===== config.mk =====
export PLATFORM = sky130hd
export DESIGN_NAME = uart_rx_fsm_flat
export DESIGN_NICKNAME = d
export VERILOG_FILES = /design/src/rtl/uart_rx_pkg.sv /design/src/rtl/uart_rx_fsm_if.sv /design/src/rtl/uart_rx_fsm.sv /design/src/flat_wrapper.sv
export SDC_FILE = /design/constraint.sdc
export NUM_CORES = 1
export LEC_CHECK = 0
export ABC_AREA = 1
export CORE_ASPECT_RATIO = 0.7
export CORE_MARGIN = 4
export CORE_UTILIZATION = 45
export CTS_CLUSTER_DIAMETER = 150
export DETAILED_ROUTE_END_ITERATION = 6
export PLACE_DENSITY_LB_ADDON = 0.12
export SYNTH_ARGS = -nofsm -noshare
export SYNTH_HDL_FRONTEND = slang
export SYNTH_SLANG_ARGS = --single-unit

===== constraint.sdc =====
create_clock -name CLK -period 2.65 [get_ports CLK]
set_input_delay 0.795 -clock CLK [delete_from_list [all_inputs] [get_ports CLK]]
set_output_delay 0.795 -clock CLK [all_outputs]
set_load 0.02 [all_outputs]

===== src/rtl/uart_rx_pkg.sv =====
`default_nettype none
// ============================================================================
// Module   : uart_rx_pkg
// Purpose  : Shared UART receiver types, constants and the mid-bit check helper.
// Revision : 1.0 - initial release
// ============================================================================
package uart_rx_pkg;

    localparam int PRESCALE_MIN = 8;

    typedef enum logic [2:0] {
        ST_IDLE   = 3'd0,
        ST_START  = 3'd1,
        ST_DATA   = 3'd2,
        ST_PARITY = 3'd3,
        ST_STOP   = 3'd4
    } state_t;

    // Check point sits after three samples centred on Prescale/2.
    function automatic logic [5:0] chk_edge(input logic [5:0] prescale);
        return (prescale >> 1) + 6'd1;
    endfunction

endpackage
`default_nettype wire


===== src/rtl/uart_rx_fsm_if.sv =====
`default_nettype none
// ============================================================================
// Module   : uart_rx_fsm_if
// Purpose  : Line, counter and checker/deserializer signals of the RX sequencer.
// Revision : 1.0 - initial release
// ============================================================================
interface uart_rx_fsm_if #(
    parameter int DATA_WIDTH = 8
);
    logic                          RX_IN;
    logic                          PAR_EN;
    logic [5:0]                    Prescale;
    logic [5:0]                    edge_cnt;
    logic [$clog2(DATA_WIDTH):0]   bit_cnt;
    logic                          strt_glitch;
    logic                          par_err;
    logic                          stp_err;
    logic                          cnt_enable;
    logic                          dat_samp_en;
    logic                          deser_en;
    logic                          strt_chk_en;
    logic                          par_chk_en;
    logic                          stp_chk_en;
    logic                          data_valid;
    logic                          rx_err;
    logic                          break_det;

    modport master (
        input  RX_IN, PAR_EN, Prescale, edge_cnt, bit_cnt,
               strt_glitch, par_err, stp_err,
        output cnt_enable, dat_samp_en, deser_en, strt_chk_en,
               par_chk_en, stp_chk_en, data_valid, rx_err, break_det
    );

    modport slave (
        output RX_IN, PAR_EN, Prescale, edge_cnt, bit_cnt,
               strt_glitch, par_err, stp_err,
        input  cnt_enable, dat_samp_en, deser_en, strt_chk_en,
               par_chk_en, stp_chk_en, data_valid, rx_err, break_det
    );

endinterface
`default_nettype wire


===== src/rtl/uart_rx_fsm.sv =====
`default_nettype none
// ============================================================================
// Module   : uart_rx_fsm
// Purpose  : UART receive sequencer (IDLE/START/DATA/PARITY/STOP) driving the
//            counter, sampler, deserializer and checker strobes.
// Options  : UART_RX_BREAK_DET_EN - all-zero frame with stop error reports break_det.
// Revision : 1.0 - initial release
// ============================================================================
module uart_rx_fsm
    import uart_rx_pkg::*;
#(
    parameter int DATA_WIDTH = 8
) (
    input  wire logic      CLK,
    input  wire logic      RST,
    uart_rx_fsm_if.master  bus
);

    localparam int BCW = $clog2(DATA_WIDTH) + 1;
    localparam logic [BCW-1:0] c_last_bit = BCW'(DATA_WIDTH);

    state_t      r_state;
    state_t      w_state_nxt;
    logic [1:0]  r_rst_sr;
    logic        r_par_en;
    logic        r_par_err;
    logic        r_data_valid;
    logic        r_rx_err;
    logic        w_rdy;
    logic        w_chk;
    logic        w_end;
    logic        w_cnt_en;
    logic        w_deser;
    logic        w_strt_chk;
    logic        w_par_chk;
    logic        w_stp_chk;
    logic        w_brk_hit;

    // Outputs stay quiet through reset and the first cycle after release.
    assign w_rdy = r_rst_sr[1];
    assign w_chk = (bus.edge_cnt == chk_edge(bus.Prescale));
    assign w_end = (bus.edge_cnt == (bus.Prescale - 6'd1));

    always_ff @(posedge CLK or negedge RST) begin
        if (!RST) begin
            r_state      <= ST_IDLE;
            r_rst_sr     <= 2'b00;
            r_par_en     <= 1'b0;
            r_par_err    <= 1'b0;
            r_data_valid <= 1'b0;
            r_rx_err     <= 1'b0;
        end else begin
            r_state      <= w_state_nxt;
            r_rst_sr     <= {r_rst_sr[0], 1'b1};
            if (r_state == ST_IDLE) begin
                r_par_en  <= bus.PAR_EN;
                r_par_err <= 1'b0;
            end else if (w_par_chk) begin
                r_par_err <= bus.par_err;
            end
            r_data_valid <= w_stp_chk && !bus.stp_err && !r_par_err;
            r_rx_err     <= w_stp_chk && (bus.stp_err || r_par_err) && !w_brk_hit;
        end
    end

    always_comb begin
        w_state_nxt = r_state;
        w_cnt_en    = 1'b0;
        w_deser     = 1'b0;
        w_strt_chk  = 1'b0;
        w_par_chk   = 1'b0;
        w_stp_chk   = 1'b0;
        unique case (r_state)
            ST_IDLE: begin
                if (w_rdy && !bus.RX_IN) begin
                    w_cnt_en    = 1'b1;
                    w_state_nxt = ST_START;
                end
            end
            ST_START: begin
                w_cnt_en   = 1'b1;
                w_strt_chk = w_chk;
                if (w_chk && bus.strt_glitch) begin
                    w_state_nxt = ST_IDLE;
                end else if (w_end) begin
                    w_state_nxt = ST_DATA;
                end
            end
            ST_DATA: begin
                w_cnt_en = 1'b1;
                w_deser  = w_chk;
                if (w_end && (bus.bit_cnt == c_last_bit)) begin
                    w_state_nxt = r_par_en ? ST_PARITY : ST_STOP;
                end
            end
            ST_PARITY: begin
                w_cnt_en  = 1'b1;
                w_par_chk = w_chk;
                if (w_end) begin
                    w_state_nxt = ST_STOP;
                end
            end
            ST_STOP: begin
                w_cnt_en  = 1'b1;
                w_stp_chk = w_chk;
                // Leave at the check point: half a bit of slack for the next start edge.
                if (w_chk) begin
                    w_state_nxt = ST_IDLE;
                end
            end
            default: begin
                w_state_nxt = ST_IDLE;
            end
        endcase
    end

`ifdef UART_RX_BREAK_DET_EN
    logic r_all_zero;
    logic r_break_det;

    always_ff @(posedge CLK or negedge RST) begin
        if (!RST) begin
            r_all_zero  <= 1'b0;
            r_break_det <= 1'b0;
        end else begin
            if (r_state == ST_IDLE) begin
                r_all_zero <= 1'b1;
            end else if (w_deser) begin
                r_all_zero <= r_all_zero & ~bus.RX_IN;
            end
            r_break_det <= w_stp_chk && w_brk_hit;
        end
    end

    assign w_brk_hit     = r_all_zero & bus.stp_err;
    assign bus.break_det = r_break_det;
`else
    assign w_brk_hit     = 1'b0;
    assign bus.break_det = 1'b0;
`endif

    assign bus.cnt_enable  = w_cnt_en;
    assign bus.dat_samp_en = w_cnt_en;
    assign bus.deser_en    = w_deser;
    assign bus.strt_chk_en = w_strt_chk;
    assign bus.par_chk_en  = w_par_chk;
    assign bus.stp_chk_en  = w_stp_chk;
    assign bus.data_valid  = r_data_valid;
    assign bus.rx_err      = r_rx_err;

endmodule
`default_nettype wire


===== src/flat_wrapper.sv =====
// flat-port wrapper written by rule: the top's interface ports become plain ports
module uart_rx_fsm_flat import uart_rx_pkg::*;
#(
    parameter int DATA_WIDTH = 8
)
  (CLK, RST, bus_RX_IN, bus_PAR_EN, bus_Prescale, bus_edge_cnt, bus_bit_cnt, bus_strt_glitch, bus_par_err, bus_stp_err, bus_cnt_enable, bus_dat_samp_en, bus_deser_en, bus_strt_chk_en, bus_par_chk_en, bus_stp_chk_en, bus_data_valid, bus_rx_err, bus_break_det);
  uart_rx_fsm_if #(.DATA_WIDTH(DATA_WIDTH)) bus_i ();
  input  wire logic CLK;
  input  wire logic RST;
  input wire logic [$bits(bus_i.RX_IN)-1:0] bus_RX_IN;
  input wire logic [$bits(bus_i.PAR_EN)-1:0] bus_PAR_EN;
  input wire logic [$bits(bus_i.Prescale)-1:0] bus_Prescale;
  input wire logic [$bits(bus_i.edge_cnt)-1:0] bus_edge_cnt;
  input wire logic [$bits(bus_i.bit_cnt)-1:0] bus_bit_cnt;
  input wire logic [$bits(bus_i.strt_glitch)-1:0] bus_strt_glitch;
  input wire logic [$bits(bus_i.par_err)-1:0] bus_par_err;
  input wire logic [$bits(bus_i.stp_err)-1:0] bus_stp_err;
  output wire logic [$bits(bus_i.cnt_enable)-1:0] bus_cnt_enable;
  output wire logic [$bits(bus_i.dat_samp_en)-1:0] bus_dat_samp_en;
  output wire logic [$bits(bus_i.deser_en)-1:0] bus_deser_en;
  output wire logic [$bits(bus_i.strt_chk_en)-1:0] bus_strt_chk_en;
  output wire logic [$bits(bus_i.par_chk_en)-1:0] bus_par_chk_en;
  output wire logic [$bits(bus_i.stp_chk_en)-1:0] bus_stp_chk_en;
  output wire logic [$bits(bus_i.data_valid)-1:0] bus_data_valid;
  output wire logic [$bits(bus_i.rx_err)-1:0] bus_rx_err;
  output wire logic [$bits(bus_i.break_det)-1:0] bus_break_det;
  assign bus_i.RX_IN = bus_RX_IN;
  assign bus_i.PAR_EN = bus_PAR_EN;
  assign bus_i.Prescale = bus_Prescale;
  assign bus_i.edge_cnt = bus_edge_cnt;
  assign bus_i.bit_cnt = bus_bit_cnt;
  assign bus_i.strt_glitch = bus_strt_glitch;
  assign bus_i.par_err = bus_par_err;
  assign bus_i.stp_err = bus_stp_err;
  assign bus_cnt_enable = bus_i.cnt_enable;
  assign bus_dat_samp_en = bus_i.dat_samp_en;
  assign bus_deser_en = bus_i.deser_en;
  assign bus_strt_chk_en = bus_i.strt_chk_en;
  assign bus_par_chk_en = bus_i.par_chk_en;
  assign bus_stp_chk_en = bus_i.stp_chk_en;
  assign bus_data_valid = bus_i.data_valid;
  assign bus_rx_err = bus_i.rx_err;
  assign bus_break_det = bus_i.break_det;
  uart_rx_fsm #(.DATA_WIDTH(DATA_WIDTH)) u_core (.CLK(CLK), .RST(RST), .bus(bus_i));
endmodule

==> run_results.csv <==
group,metric,value,unit
yosys,synth_top_area_cell,"dfrtp_1",
floorplanning,start_util,0.492,
power_and_ir_drop,power,0.799,mW
power_and_ir_drop,irDropWorstVdd,535,µV
yosys,synthAdderAreaFrac,0.0398,
yosys,synth_nets,188,
sta,min_period,2.99,ns
yosys,synthMuxAreaShare,0,
setup_path,slowest_stage,"ha_4",
sta,grt_setup_unrepaired,"yes",
yosys,synth_top_area_frac,0.239,
clocking,cts_tree,"done",
cells_and_area,fillers,139,
global_route,grt_max_degree,10,
placed_design,io_buffers,30,
setup_path,crit_chain,"buf_12, inv_12, ha_4, inv_2, nand2_1, nand2_1, nor2_2, nand3_2, nor2_4, nand2_4, buf_6, nor3_4, buf_6",
placed_design,hpwl,2.24,mm
drt,via_count,1153,
power_and_ir_drop,combPwrFrac,0.604,
power_and_ir_drop,p_leak,0.853,nW
power_and_ir_drop,power.internal,0.430,mW
yosys,synthTopCellsByCount,"nand2_1 (52), inv_1 (29), nor2_1 (18), nand3_1 (12), dfrtp_1 (9)",
sta,skew,0.00873,ns
cells_and_area,final_core_util,0.802,
floorplanning,core-area,1920,µm²
placed_design,postPlaceCellArea,1440,µm²
floorplanning,die_area,2900,µm²
yosys,synth_area_per_cell,5.82,µm²
clocking,cts_buffer_depth,2,
yosys,synth-compound-area-share,0.0557,
floorplanning,die_x,62.7,µm
power_and_ir_drop,seq_power_share,0.262,
sta,hold_viol,0,
sta,drv_slew,0,
global_route,gr-total-overflow,0,
drt,drt-total-wl,2.92,mm
power_and_ir_drop,switching_share,0.462,
drt,routedWlPerCell,12.3,µm
floorplanning,std_cell_rows,13,
drt,first_pass_iters,4,
setup_path,crit_path_end_kind,"primary output",
cells_and_area,nets,242,
outcome,status,"finished, violations left",
power_and_ir_drop,clkPwrFrac,0.134,
clocking,cts.clk_slew.worst_paths,0.06,ns
sta,fin_ws,-0.340,ns
sta,setup_violations,4,
clocking,clkLatencyLatePin,0.27,ns
yosys,synthArstFlopShare,1.00,
clocking,clock_tree.root_cell,"clkbuf_4",
setup_path,worstPathMaxFanout,4,
yosys,synth.area.top_cells,"dfrtp_1 (24%), nand2_1 (21%), inv_1 (12%), nor2_1 (7.2%), nand3_1 (6.4%)",
cells_and_area,drive_gt1_frac,0.279,
global_route,antenna_found_initial,0,
run,maxCapViolations,0,
power_and_ir_drop,switchingPower,0.370,mW
sta,holdWs,0.352,ns
yosys,synth_most_common_cell,"nand2_1",
floorplanning,die_y,46.3,µm
yosys,yosys.area_share.simple,0.497,
cells_and_area,antenna_cells,0,
global_route,grtUsageTotal,0.214,
cells_and_area,area_delta_synth_final,63.1,%
power_and_ir_drop,power_density,519,nW/µm²
drt,postRouteAntennaNets,0,
clocking,clock_sinks,9,
setup_path,path_delay_family,"simple AND/OR/NAND/NOR gates",
global_route,grt_pass1_vias,1060,
sta,fmax,0.334,GHz
clocking,h-tree-depth,1,
floorplanning,pin_count,32,
yosys,synth-main-ff-cell,"dfrtp_1",
drt,drc,0,
yosys,synth_top_family_by_area,"simple AND/OR/NAND/NOR gates",
yosys,syn_area,943,µm²
placed_design,dp.cells,229,
sta,finalCritPeriodShare,1.13,
yosys,synth_edf_count,0,
placed_design,place_ws,-1.30,ns
setup_path,critPathKind,"input port to primary output",
yosys,synth_seq_cells,9,
drt,dr.first_iter.drc_count,108,
cells_and_area,finish.instance_area,1540,µm²
setup_path,cp_slowest_stage_delay,0.25,ns
outcome,violations,"setup timing",
clocking,numCtsBuffers,3,
yosys,synthXorXnorAreaFrac,0.00928,
yosys,synthCells,162,
setup_path,required,1.86,ns
min_path,worstHoldPathType,"flip-flop to flip-flop",
global_route,grt_first_pass_wirelength,4.77,mm
setup_path,path_buf_inv,5,
setup_path,start_kind,"input port",
drt,viasPerCell,4.86,
yosys,ys_warn_count,0,
cells_and_area,final_cells,237,
setup_path,worstPathArrival,2.20,ns
yosys,synth.distinct_cells,23,
yosys,yosysSeqAreaShare,0.239,
placed_design,place_congestion,0.924,
sta,totalNegativeSetupSlack,-1.18,ns
[sequential cells by signal (all words and copies together), names as in the netlist]
name and count:
u_core.bus.data_valid 1, u_core.bus.rx_err 1, u_core.r_par_en 1, u_core.r_par_err 1, u_core.r_rst_sr 2, u_core.r_state 3
[metal layers]
metal / global-route usage / wire length [µm] / up-vias
met5: 0 / 0 / -
met4: 0.0263 / 21 / 0
met2: 0.394 / 1410 / 54
li1: - / - / 596
met1: 0.265 / 1280 / 499
met3: 0.0561 / 218 / 4
[worst paths after layout]
kind | startpoint | end | slack (ns) | cells past startpoint
setup / recovery | bus_Prescale[1] | bus_deser_en | -0.34 | 13
hold / removal | u_core.r_rst_sr[0] | u_core.r_rst_sr[1] | 0.35 | 0
setup reg to reg | u_core.r_state[1] | u_core.r_state[1] | 1.19 | 9
hold reg to reg | u_core.r_rst_sr[0] | u_core.r_rst_sr[1] | 0.35 | 0
max in group asynchronous | RST | u_core.r_state[1] | 1.51 | 1
min in group asynchronous | RST | u_core.r_par_err | 0.83 | 1
[logic make-up after synthesis]
| logic type | Yosys count |
|---|---|
| AOI/OAI and AO/OA | 9 |
| and+or+nand+nor | 104 |
| DFF | 9 |
| buffers and inverters | 34 |
| other | 2 |
| adders and majority gates | 3 |
| xor gates and xnor gates | 1 |
[cells in the final DEF (no fill, tap or decap), types with 2 or more instances in the layout]
master            n
clkbuf_4          3
nor3_1            3
dfrtp_1           9
inv_1            26
a21oi_1           3
buf_4            22
nand3_1          12
buf_6             4
ha_4              2
dlygate4sd2_1     4
nor2_4            3
nand2_1          51
o21ai_2           2
nor2_1           17
conb_1            2
clkdlybuf4s15_2   2
nor2_2            2
nand4_1           3
inv_2             3
nand2_2           7
o21ai_0           3
clkdlybuf4s50_1  16
[final cells by class]
cell class / count / area [µm²] / share of cell area
Clock buffer: 4 / 26.3 / 0.0171
Tap cell: 22 / 27.5 / 0.0179
Timing Repair Buffer: 52 / 480 / 0.312
Inverter: 31 / 134 / 0.0870
Sequential cell: 9 / 225 / 0.146
Multi-Input combinational cell: 119 / 646 / 0.420
[power groups by stage]
stage	clock network, mW	logic (mW)	registers (mW)
4_1_cts	0.110	0.469	0.208
5_1_grt	0.117	0.543	0.214
6_report	0.107	0.483	0.209
3_3_place_gp	0	0.452	0.209
2_1_floorplan	0	0.303	0.201
3_5_place_dp	0	0.468	0.211
[repair_timing]
action | 4_1_cts | 5_1_grt
endpoints found under the setup margin | 9 | 8
gates resized for setup | 48 | 12
setup buffers | 3 | 2
hold buffers | 0 | 0
pin swaps | 7 | 3
Power figures use the tool's default switching activity.
